===== config.mk =====
export PLATFORM = sky130hd
export DESIGN_NAME = spi_flash_arbiter
export DESIGN_NICKNAME = d
export VERILOG_FILES = /design/src/rtl/spi_arb_pkg.sv /design/src/rtl/spi_flash_wake_seq.sv /design/src/rtl/spi_flash_arbiter.sv
export SDC_FILE = /design/constraint.sdc
export NUM_CORES = 1
export LEC_CHECK = 0
export CORE_AREA = 4 4 56 58
export CTS_BUF_LIST = sky130_fd_sc_hd__clkbuf_8 sky130_fd_sc_hd__clkbuf_16
export DETAILED_ROUTE_END_ITERATION = 16
export DIE_AREA = 0 0 60 62
export PLACE_DENSITY = 0.75
export SLEW_MARGIN = 20
export SYNTH_ARGS = -nofsm -noshare
export SYNTH_HDL_FRONTEND = slang
export SYNTH_HIERARCHICAL = 1
export SYNTH_SLANG_ARGS = --single-unit

===== constraint.sdc =====
create_clock -name clk -period 2.4 [get_ports clk]
set_input_delay 0.6 -clock clk [delete_from_list [all_inputs] [get_ports clk]]
set_output_delay 0.6 -clock clk [all_outputs]
set_load 0.01 [all_outputs]

===== src/rtl/spi_arb_pkg.sv =====
// Shared types and constants for the SPI flash arbiter and its wake sequencer.
package spi_arb_pkg;

    typedef enum logic [2:0] {
        StWakeCs    = 3'd0,
        StWakeShift = 3'd1,
        StWakeEnd   = 3'd2,
        StWaitRes   = 3'd3,
        StIdle      = 3'd4,
        StOwnA      = 3'd5,
        StOwnB      = 3'd6,
        StGuard     = 3'd7
    } arb_state_t;

    typedef enum logic {
        OwnerA = 1'b0,
        OwnerB = 1'b1
    } owner_t;

    // Release-from-deep-power-down opcode.
    localparam logic [7:0] WAKE_CMD_DEFAULT = 8'hAB;

    // Width of the shared down-counter covering every timed state.
    function automatic int unsigned cnt_width(input int unsigned clk_div,
                                              input int unsigned t_res,
                                              input int unsigned guard);
        int unsigned m;
        m = 16 * clk_div;
        if (t_res > m) m = t_res;
        if (guard > m) m = guard;
        return $clog2(m + 1);
    endfunction

endpackage


===== src/rtl/spi_flash_wake_seq.sv =====
// Wake-up sequencer: decodes the wake states and the shared counter into pad levels,
// the next wake state/count, and a done pulse on the last WAIT_RES cycle.
module spi_flash_wake_seq
    import spi_arb_pkg::*;
#(
    parameter logic [7:0]  WAKE_CMD     = WAKE_CMD_DEFAULT,
    parameter int unsigned CLK_DIV      = 2,
    parameter int unsigned T_RES_CYCLES = 48,
    parameter int unsigned CNT_W        = 6
) (
    input  logic [2:0]       state,
    input  logic [CNT_W-1:0] cnt,
    output logic [2:0]       next_state,
    output logic [CNT_W-1:0] next_cnt,
    output logic             cs_b,
    output logic             sck,
    output logic             mosi,
    output logic             done
);

    localparam int unsigned      BitCycles = 2 * CLK_DIV;
    localparam logic [CNT_W-1:0] ShiftLoad = CNT_W'(16 * CLK_DIV - 1);
    localparam logic [CNT_W-1:0] ResLoad   = CNT_W'(T_RES_CYCLES - 1);

    arb_state_t  st;
    arb_state_t  st_d;
    logic [31:0] cnt_ext;
    logic [2:0]  bit_idx;

    assign st         = arb_state_t'(state);
    assign next_state = st_d;
    assign cnt_ext    = 32'(cnt);
    // Counting down from 16*CLK_DIV-1 makes the quotient the MSB-first bit index.
    assign bit_idx    = 3'(cnt_ext / BitCycles);

    always_comb begin
        st_d     = st;
        next_cnt = cnt;
        cs_b     = 1'b1;
        sck      = 1'b1;
        mosi     = 1'b0;
        done     = 1'b0;
        case (st)
            StWakeCs: begin
                cs_b     = 1'b0;
                mosi     = WAKE_CMD[7];
                st_d     = StWakeShift;
                next_cnt = ShiftLoad;
            end
            StWakeShift: begin
                cs_b = 1'b0;
                // Upper half of each bit period is the low phase, lower half the high phase.
                sck  = (cnt_ext % BitCycles) < CLK_DIV;
                mosi = WAKE_CMD[bit_idx];
                if (cnt == '0) begin
                    st_d = StWakeEnd;
                end else begin
                    next_cnt = cnt - CNT_W'(1);
                end
            end
            StWakeEnd: begin
                cs_b     = 1'b0;
                st_d     = StWaitRes;
                next_cnt = ResLoad;
            end
            StWaitRes: begin
                if (cnt == '0) begin
                    st_d = StIdle;
                    done = 1'b1;
                end else begin
                    next_cnt = cnt - CNT_W'(1);
                end
            end
            default: ;
        endcase
    end

endmodule


===== src/rtl/spi_flash_arbiter.sv =====
// Shares one SPI flash between two masters: wakes the flash after reset, then grants the
// bus round-robin, never cutting a transaction, with a guard gap between owners.
module spi_flash_arbiter
    import spi_arb_pkg::*;
#(
    parameter logic [7:0]  WAKE_CMD     = WAKE_CMD_DEFAULT,
    parameter int unsigned CLK_DIV      = 2,
    parameter int unsigned T_RES_CYCLES = 48,
    parameter int unsigned GUARD_CYCLES = 2
) (
    input  logic clk,
    input  logic reset,
    input  logic a_req,
    input  logic b_req,
    output logic a_gnt,
    output logic b_gnt,
    input  logic a_cs_b,
    input  logic a_sck,
    input  logic a_mosi,
    output logic a_miso,
    input  logic b_cs_b,
    input  logic b_sck,
    input  logic b_mosi,
    output logic b_miso,
    output logic spi_cs_b,
    output logic spi_sck,
    output logic spi_mosi,
    input  logic spi_miso,
    output logic ready
);

    localparam int unsigned      CNT_W     = cnt_width(CLK_DIV, T_RES_CYCLES, GUARD_CYCLES);
    localparam logic [CNT_W-1:0] GuardLoad =
        (GUARD_CYCLES > 0) ? CNT_W'(GUARD_CYCLES - 1) : '0;

    arb_state_t       state_q;
    arb_state_t       state_d;
    logic [CNT_W-1:0] cnt_q;
    logic [CNT_W-1:0] cnt_d;
    owner_t           last_q;
    owner_t           last_d;
    logic             ready_q;
    logic             ready_d;
    logic             a_gnt_q;
    logic             b_gnt_q;

    logic [2:0]       wake_next;
    logic [CNT_W-1:0] wake_cnt;
    logic             wake_cs_b;
    logic             wake_sck;
    logic             wake_mosi;
    logic             wake_done;

    logic             pad_cs_b;
    logic             pad_sck;
    logic             pad_mosi;

    spi_flash_wake_seq #(
        .WAKE_CMD     (WAKE_CMD),
        .CLK_DIV      (CLK_DIV),
        .T_RES_CYCLES (T_RES_CYCLES),
        .CNT_W        (CNT_W)
    ) u_wake_seq (
        .state      (state_q),
        .cnt        (cnt_q),
        .next_state (wake_next),
        .next_cnt   (wake_cnt),
        .cs_b       (wake_cs_b),
        .sck        (wake_sck),
        .mosi       (wake_mosi),
        .done       (wake_done)
    );

    always_comb begin
        state_d = state_q;
        cnt_d   = cnt_q;
        last_d  = last_q;
        ready_d = ready_q;
        unique case (state_q)
            StWakeCs, StWakeShift, StWakeEnd, StWaitRes: begin
                state_d = arb_state_t'(wake_next);
                cnt_d   = wake_cnt;
                if (wake_done) begin
                    ready_d = 1'b1;
                end
            end
            StIdle: begin
                // On a tie the master that did not own the bus last wins.
                if (a_req && (!b_req || last_q == OwnerB)) begin
                    state_d = StOwnA;
                end else if (b_req) begin
                    state_d = StOwnB;
                end
            end
            StOwnA: begin
                if (!a_req && a_cs_b) begin
                    last_d  = OwnerA;
                    state_d = (GUARD_CYCLES > 0) ? StGuard : StIdle;
                    cnt_d   = GuardLoad;
                end
            end
            StOwnB: begin
                if (!b_req && b_cs_b) begin
                    last_d  = OwnerB;
                    state_d = (GUARD_CYCLES > 0) ? StGuard : StIdle;
                    cnt_d   = GuardLoad;
                end
            end
            StGuard: begin
                if (cnt_q == '0) begin
                    state_d = StIdle;
                end else begin
                    cnt_d = cnt_q - CNT_W'(1);
                end
            end
            default: ;
        endcase
    end

    always_ff @(posedge clk or negedge reset) begin
        if (!reset) begin
            state_q <= StWakeCs;
            cnt_q   <= '0;
            last_q  <= OwnerB;
            ready_q <= 1'b0;
            a_gnt_q <= 1'b0;
            b_gnt_q <= 1'b0;
        end else begin
            state_q <= state_d;
            cnt_q   <= cnt_d;
            last_q  <= last_d;
            ready_q <= ready_d;
            a_gnt_q <= (state_d == StOwnA);
            b_gnt_q <= (state_d == StOwnB);
        end
    end

    always_comb begin
        pad_cs_b = wake_cs_b;
        pad_sck  = wake_sck;
        pad_mosi = wake_mosi;
        a_miso   = 1'b0;
        b_miso   = 1'b0;
        case (state_q)
            StOwnA: begin
                pad_cs_b = a_cs_b;
                pad_sck  = a_sck;
                pad_mosi = a_mosi;
                a_miso   = spi_miso;
            end
            StOwnB: begin
                pad_cs_b = b_cs_b;
                pad_sck  = b_sck;
                pad_mosi = b_mosi;
                b_miso   = spi_miso;
            end
            default: ;
        endcase
    end

    // Reset forces the pads idle in the same cycle, even though WAKE_CS is the reset state.
    assign spi_cs_b = pad_cs_b | ~reset;
    assign spi_sck  = pad_sck | ~reset;
    assign spi_mosi = pad_mosi & reset;

    assign a_gnt = a_gnt_q;
    assign b_gnt = b_gnt_q;
    assign ready = ready_q;

endmodule


==> flow_summary.yaml, run 1 <==
place:
  hpwl_um: 2410
  place.gp.congestion: 0.900
  io_buffers: 18
  place_area_sq_mm: 0.00144
  place_worst_setup_slack_ps: -69.5
  placedCellCount: 205
sta:
  min_period_ps: 2320
  relSlewSlack_pct: 69.5
  rsz0062_at_grt: "false"
  fmax_mhz: 431
  skew_ps: 1.12
  slew_violations: 0
  fin_ws_ps: 79.8
  final-setup-viol-count: 0
  finalHoldViolCount: 0
  worst_pin_slew_ps: 453
  whs_ps: 460
  fin_crit_sh_pct: 96.7
  tns_ps: 0
setup_path:
  end_kind: "output port"
  max_stage_delay_ps: 540
  cp_common_cell: "clkdlybuf4s50_1"
  critPathKind: "in2out"
  required_ps: 1800
  worst-path-max-fanout: 2
  critPathBufInv: 2
  path_cells: "clkdlybuf4s50_1 -> and2_1 -> clkdlybuf4s50_1"
  cp_top_family: "buffers and inverters"
  critPathArrivalTime_ps: 1720
  crit_slowest_cell: "clkdlybuf4s50_1"
  critPathLaunchType: "input pin"
cts:
  clockRootBuffer: "clkbuf_8"
  clock_latency_ps: 250
  htreeDepth: 1
  clk_pin_slew_worst_paths_ps: 60
  cts.path.max_buffers: 2
  tritoncts: "yes"
  cts_sinks: 13
  numCtsBuffers: 3
  holdBufCountCts: 0
final_layout:
  finish.instance_area_sq_mm: 0.00150
  synthToLayoutAreaGrowth_pct: 28.6
  layout.nets: 194
  most-common-layout-cells: "nor2_1, clkdlybuf4s50_1, a21oi_1, buf_4, dfrtp_1"
  antennaDiodeCount: 0
  post-route-util_pct: 56.3
  final_cells: 210
  final_common_cell: "nor2_1"
  drive_above_1_share_pct: 16.8
yosys:
  synth_enable_flop_cells: 0
  syn_inst: 150
  yosys.area.top_type_share_pct: 25.8
  ys_ff_latch: 13
  ys_warn_count: 6
  synthMuxAreaShare_pct: 1.72
  synth_top_family_by_area: "simple AND/OR/NAND/NOR gates"
  synth_top_area_cell: "dfrtp_1"
  synth_nets: 164
  async_reset_ff_share_pct: 100
  synthSimpleGateAreaFrac_pct: 31.9
  avgSynthCellArea_sq_um: 7.77
  syn_area_sq_mm: 0.00116
  synth_fa_ha_area_share_pct: 3.22
  ys.flop_type: "dfrtp_1"
  yosys.cell_types.count: 47
  synth-compound-area-share_pct: 28.4
  synth_xor_area_share_pct: 0.752
  synth_area_leaders: "dfrtp_1, a21oi_1, nor2_1"
  synth-seq-area-share_pct: 28.0
detailed_routing:
  vias_per_cell: 5.96
  routed_wl_um: 3180
  final_antenna_net_count: 0
  avgRoutedWirePerCell_um: 15.1
  drt_iter0_drc: 53
  first_pass_iters: 4
  drc: 0
  vias: 1252
power:
  p_comb_share_pct: 6.8
  cell_internal_pwr_uw: 354
  power_frac_clock_pct: 44.9
  powerDensity_mw_per_mm2: 303
  seqPwrFrac_pct: 48.3
  p_sw_uw: 100
  finalPower_uw: 454
  vdd_drop_max_v: 0.000322
  p_leak_nw: 0.636
  power_switching_share_pct: 22.1
status:
  status: "finished, final reports clean"
die:
  die_area_sq_mm: 0.00372
  die_w_um: 60
  die_h_um: 62
  initial_utilization_pct: 43.7
  core.rowCount: 19
  core_area_sq_mm: 0.00266
  ios: 19
global_route:
  grt_start_max_net_pins: 26
  grt_pass1_vias: 1171
  overflow: 0
  grt.total_usage_pct: 19.2
  grt_pass1_wl_um: 5310
  antenna_found_initial: 0
min_path:
  hold_class: "in2async"
run:
  maxCapViolations: 0
## worst paths after layout
| kind | from | endpoint | slack (ps) | cells past startpoint |
|---|---|---|---|---|
| max | spi_miso | b_miso | 80 | 3 |
| min | reset | ready | 460 | 2 |
| max reg2reg | cnt_q[0] | cnt_q[2] | 190 | 9 |
| min reg2reg | ready | ready | 460 | 1 |
| max in group asynchronous | reset | last_q | 1650 | 2 |
| min in group clk | ready | ready | 460 | 1 |
## kinds of logic (layout without fill, tap and decap cells)
logic type                 Yosys count  after routing
AOI/OAI and AO/OA                   50             50
adders and majority gates            3              3
muxes                                2              2
DFF                                 13             13
xor gates and xnor gates             1              1
buffers and inverters               16             45
and+or+nand+nor                     65             65
## final cells by class
cell class,count,area (sq um)
clock buffer,3,41.3
inverter,10,37.5
fill,235,1160
sequential,13,327
tap,31,38.8
timing repair buffer,31,277
clock inverter,1,5.00
multi-input combinational,121,772
## layer usage
layer  wire length (um)  global-route usage (%)  part of all wire, %  up-vias
met5                  0                       0                    0        -
met4                114                    11.1                  3.6        0
met3                150                    3.51                  4.7       15
met2               1540                    30.1                   49       47
met1               1370                    25.0                   43      582
li1                   -                       -                    -      608
## Yosys cell counts, types with 4 or more instances
cell / n
a21oi_1: 13
o21ai_0: 5
nor3_1: 4
nand2b_1: 4
a31oi_1: 4
nor2_1: 16
inv_1: 10
dfrtp_1: 12
nand3_1: 5
nand2_1: 10
a22oi_1: 5
o21ai_1: 6
## registers in the layout, indices dropped and copies added (netlist names)
name / count
a_gnt: 1
b_gnt: 1
cnt_q: 6
last_q: 1
ready: 1
state_q: 3
## power groups by stage
stage,clock network [mW],registers [mW],logic [mW]
2_1_floorplan,0,0.223,0.00243
3_3_place_gp,0,0.223,0.0308
3_5_place_dp,0,0.223,0.0315
4_1_cts,0.209,0.219,0.0310
5_1_grt,0.222,0.219,0.0330
6_report,0.204,0.219,0.0307
## repair_timing
| item | CTS | global route |
|---|---|---|
| endpoints found under the setup margin | 3 | 3 |
| endpoints found under the hold margin | 0 | 0 |
| resized for setup | 4 | 2 |
| setup buffers | 0 | 1 |
Power figures use the tool's default switching activity.
==> inputs of run 2 (changes only) <==
- clock period: 2.4 -> 2.7 ns (I/O delays scaled with it)
==> run 2 against run 1 <==
  * Sequential power fell by 11%
  * Global-route usage rose by 0.15 points
  * Utilization fell by 0.89 points
  * Clock power fell by 19%
  * Register-to-register slack improved by 350 ps
  * Clock skew rose by 5.6 ps
  * Non-clock buffer count fell by 4
  * Combinational power fell by 17%
  * Critical path depth did not move
  * Sequential share of layout area rose by 0.52 points
  * Wire length fell by 0.19%
  * Power fell by 15%
  * Critical endpoint is now spi_mosi
==> flow_summary.yaml, run 2 (synthesis gave the netlist of run 1 again) <==
detailed_routing:
  first_pass_iters: 4
  routed_wl_um: 3170
  drc: 0
  drt_iter0_drc: 74
  vias: 1249
  avgRoutedWirePerCell_um: 15.4
  vias_per_cell: 6.06
  final_antenna_net_count: 0
final_layout:
  filler_cell_count: 245
  post-route-util_pct: 55.4
  largest_reg_flops: 6
  finish.instance_area_sq_mm: 0.00147
  final_common_cell: "clkdlybuf4s50_1"
  regMostFlops: "cnt_q"
  reg_top3: "cnt_q x6, state_q x3"
  synthToLayoutAreaGrowth_pct: 26.5
  most-common-layout-cells: "clkdlybuf4s50_1, nor2_1, a21oi_1"
  seq_area_sq_um: 329
  antennaDiodeCount: 0
  drive_above_1_share_pct: 15.4
  layout.nets: 190
  multiInputGateArea_sq_um: 776
  final_cells: 206
setup_path:
  critPathArrivalTime_ps: 1940
  r2r_setup_slack_ps: 540
  end_kind: "output port"
  worst-path-max-fanout: 3
  path_cells: "clkdlybuf4s50_1 -> a21boi_1 -> clkdlybuf4s50_1"
  required_ps: 2030
  critPathLaunchType: "input pin"
  critPathBufInv: 2
  critPathKind: "in2out"
  cp_common_cell: "clkdlybuf4s50_1"
  crit_slowest_cell: "clkdlybuf4s50_1"
  max_stage_delay_ps: 550
  cp_top_family: "buffers and inverters"
sta:
  rsz0062_at_grt: "false"
  worst_pin_slew_ps: 482
  fin_crit_sh_pct: 96.7
  skew_ps: 6.74
  finalHoldViolCount: 0
  tns_ps: 0
  fmax_mhz: 383
  whs_ps: 457
  final-setup-viol-count: 0
  relSlewSlack_pct: 67.6
  min_period_ps: 2610
  fin_ws_ps: 89.5
  slew_violations: 0
place:
  placedCellCount: 202
  hpwl_um: 2510
  place.gp.congestion: 0.879
  io_buffers: 18
  place_area_sq_mm: 0.00142
  place_worst_setup_slack_ps: 96.7
cts:
  clockRootBuffer: "clkbuf_8"
  cts.path.max_buffers: 2
  cts_setup_buffers: 0
  htreeDepth: 1
  numCtsBuffers: 3
  clk_pin_slew_worst_paths_ps: 50
  cts_sinks: 13
  clock_latency_ps: 240
  tritoncts: "yes"
die:
  die_area_sq_mm: 0.00372
  ios: 19
  die_w_um: 60
  initial_utilization_pct: 43.7
  core.rowCount: 19
  die_h_um: 62
  core_area_sq_mm: 0.00266
power:
  vdd_drop_max_v: 0.000245
  finalPower_uw: 386
  p_leak_nw: 0.610
  powerDensity_mw_per_mm2: 262
global_route:
  antenna_found_initial: 0
  grt.total_usage_pct: 19.4
  grt_pass1_vias: 1179
  grt_start_max_net_pins: 23
  grt_pass1_wl_um: 5380
  overflow: 0
min_path:
  hold_class: "reg2reg"
status:
  status: "finished, final reports clean"
run:
  maxCapViolations: 0
## run 2: layout make-up
class | count | area share [%]
multi-input combinational | 121 | 52.6
sequential | 13 | 22.3
timing repair buffer | 27 | 16.8
clock buffer | 3 | 2.80
tap | 31 | 2.63
inverter | 10 | 2.55
clock inverter | 1 | 0.255
## run 2: path summary, 6_finish.rpt
kind,endpoint,depth (start not counted),from
worst max register to register,cnt_q[2],9,cnt_q[1]
min in group asynchronous,cnt_q[0],2,reset
worst min-delay path,ready,1,ready
worst min register to register,ready,1,ready
worst max-delay path,spi_mosi,3,reset
max in group asynchronous,last_q,2,reset
## run 2: power by group
group          total [mW]  internal [mW]  switching, mW
Combinational      0.0254         0.0159        0.00951
Clock               0.165          0.100         0.0651
Sequential          0.195          0.195              0
## run 2: layer usage
layer | share of wire (%) | vias to the layer above | global-route usage [%]
met5 | 0 | - | 0
met4 | 2.1 | 0 | 8.23
li1 | - | 602 | -
met1 | 43 | 613 | 23.6
met2 | 52 | 28 | 34.4
met3 | 3.5 | 6 | 2.48
## run 2: timing repair
item                                    4_1_cts  5_1_grt
hold buffers                                  0        0
resized for setup                             0        4
endpoints found under the setup margin        0        3
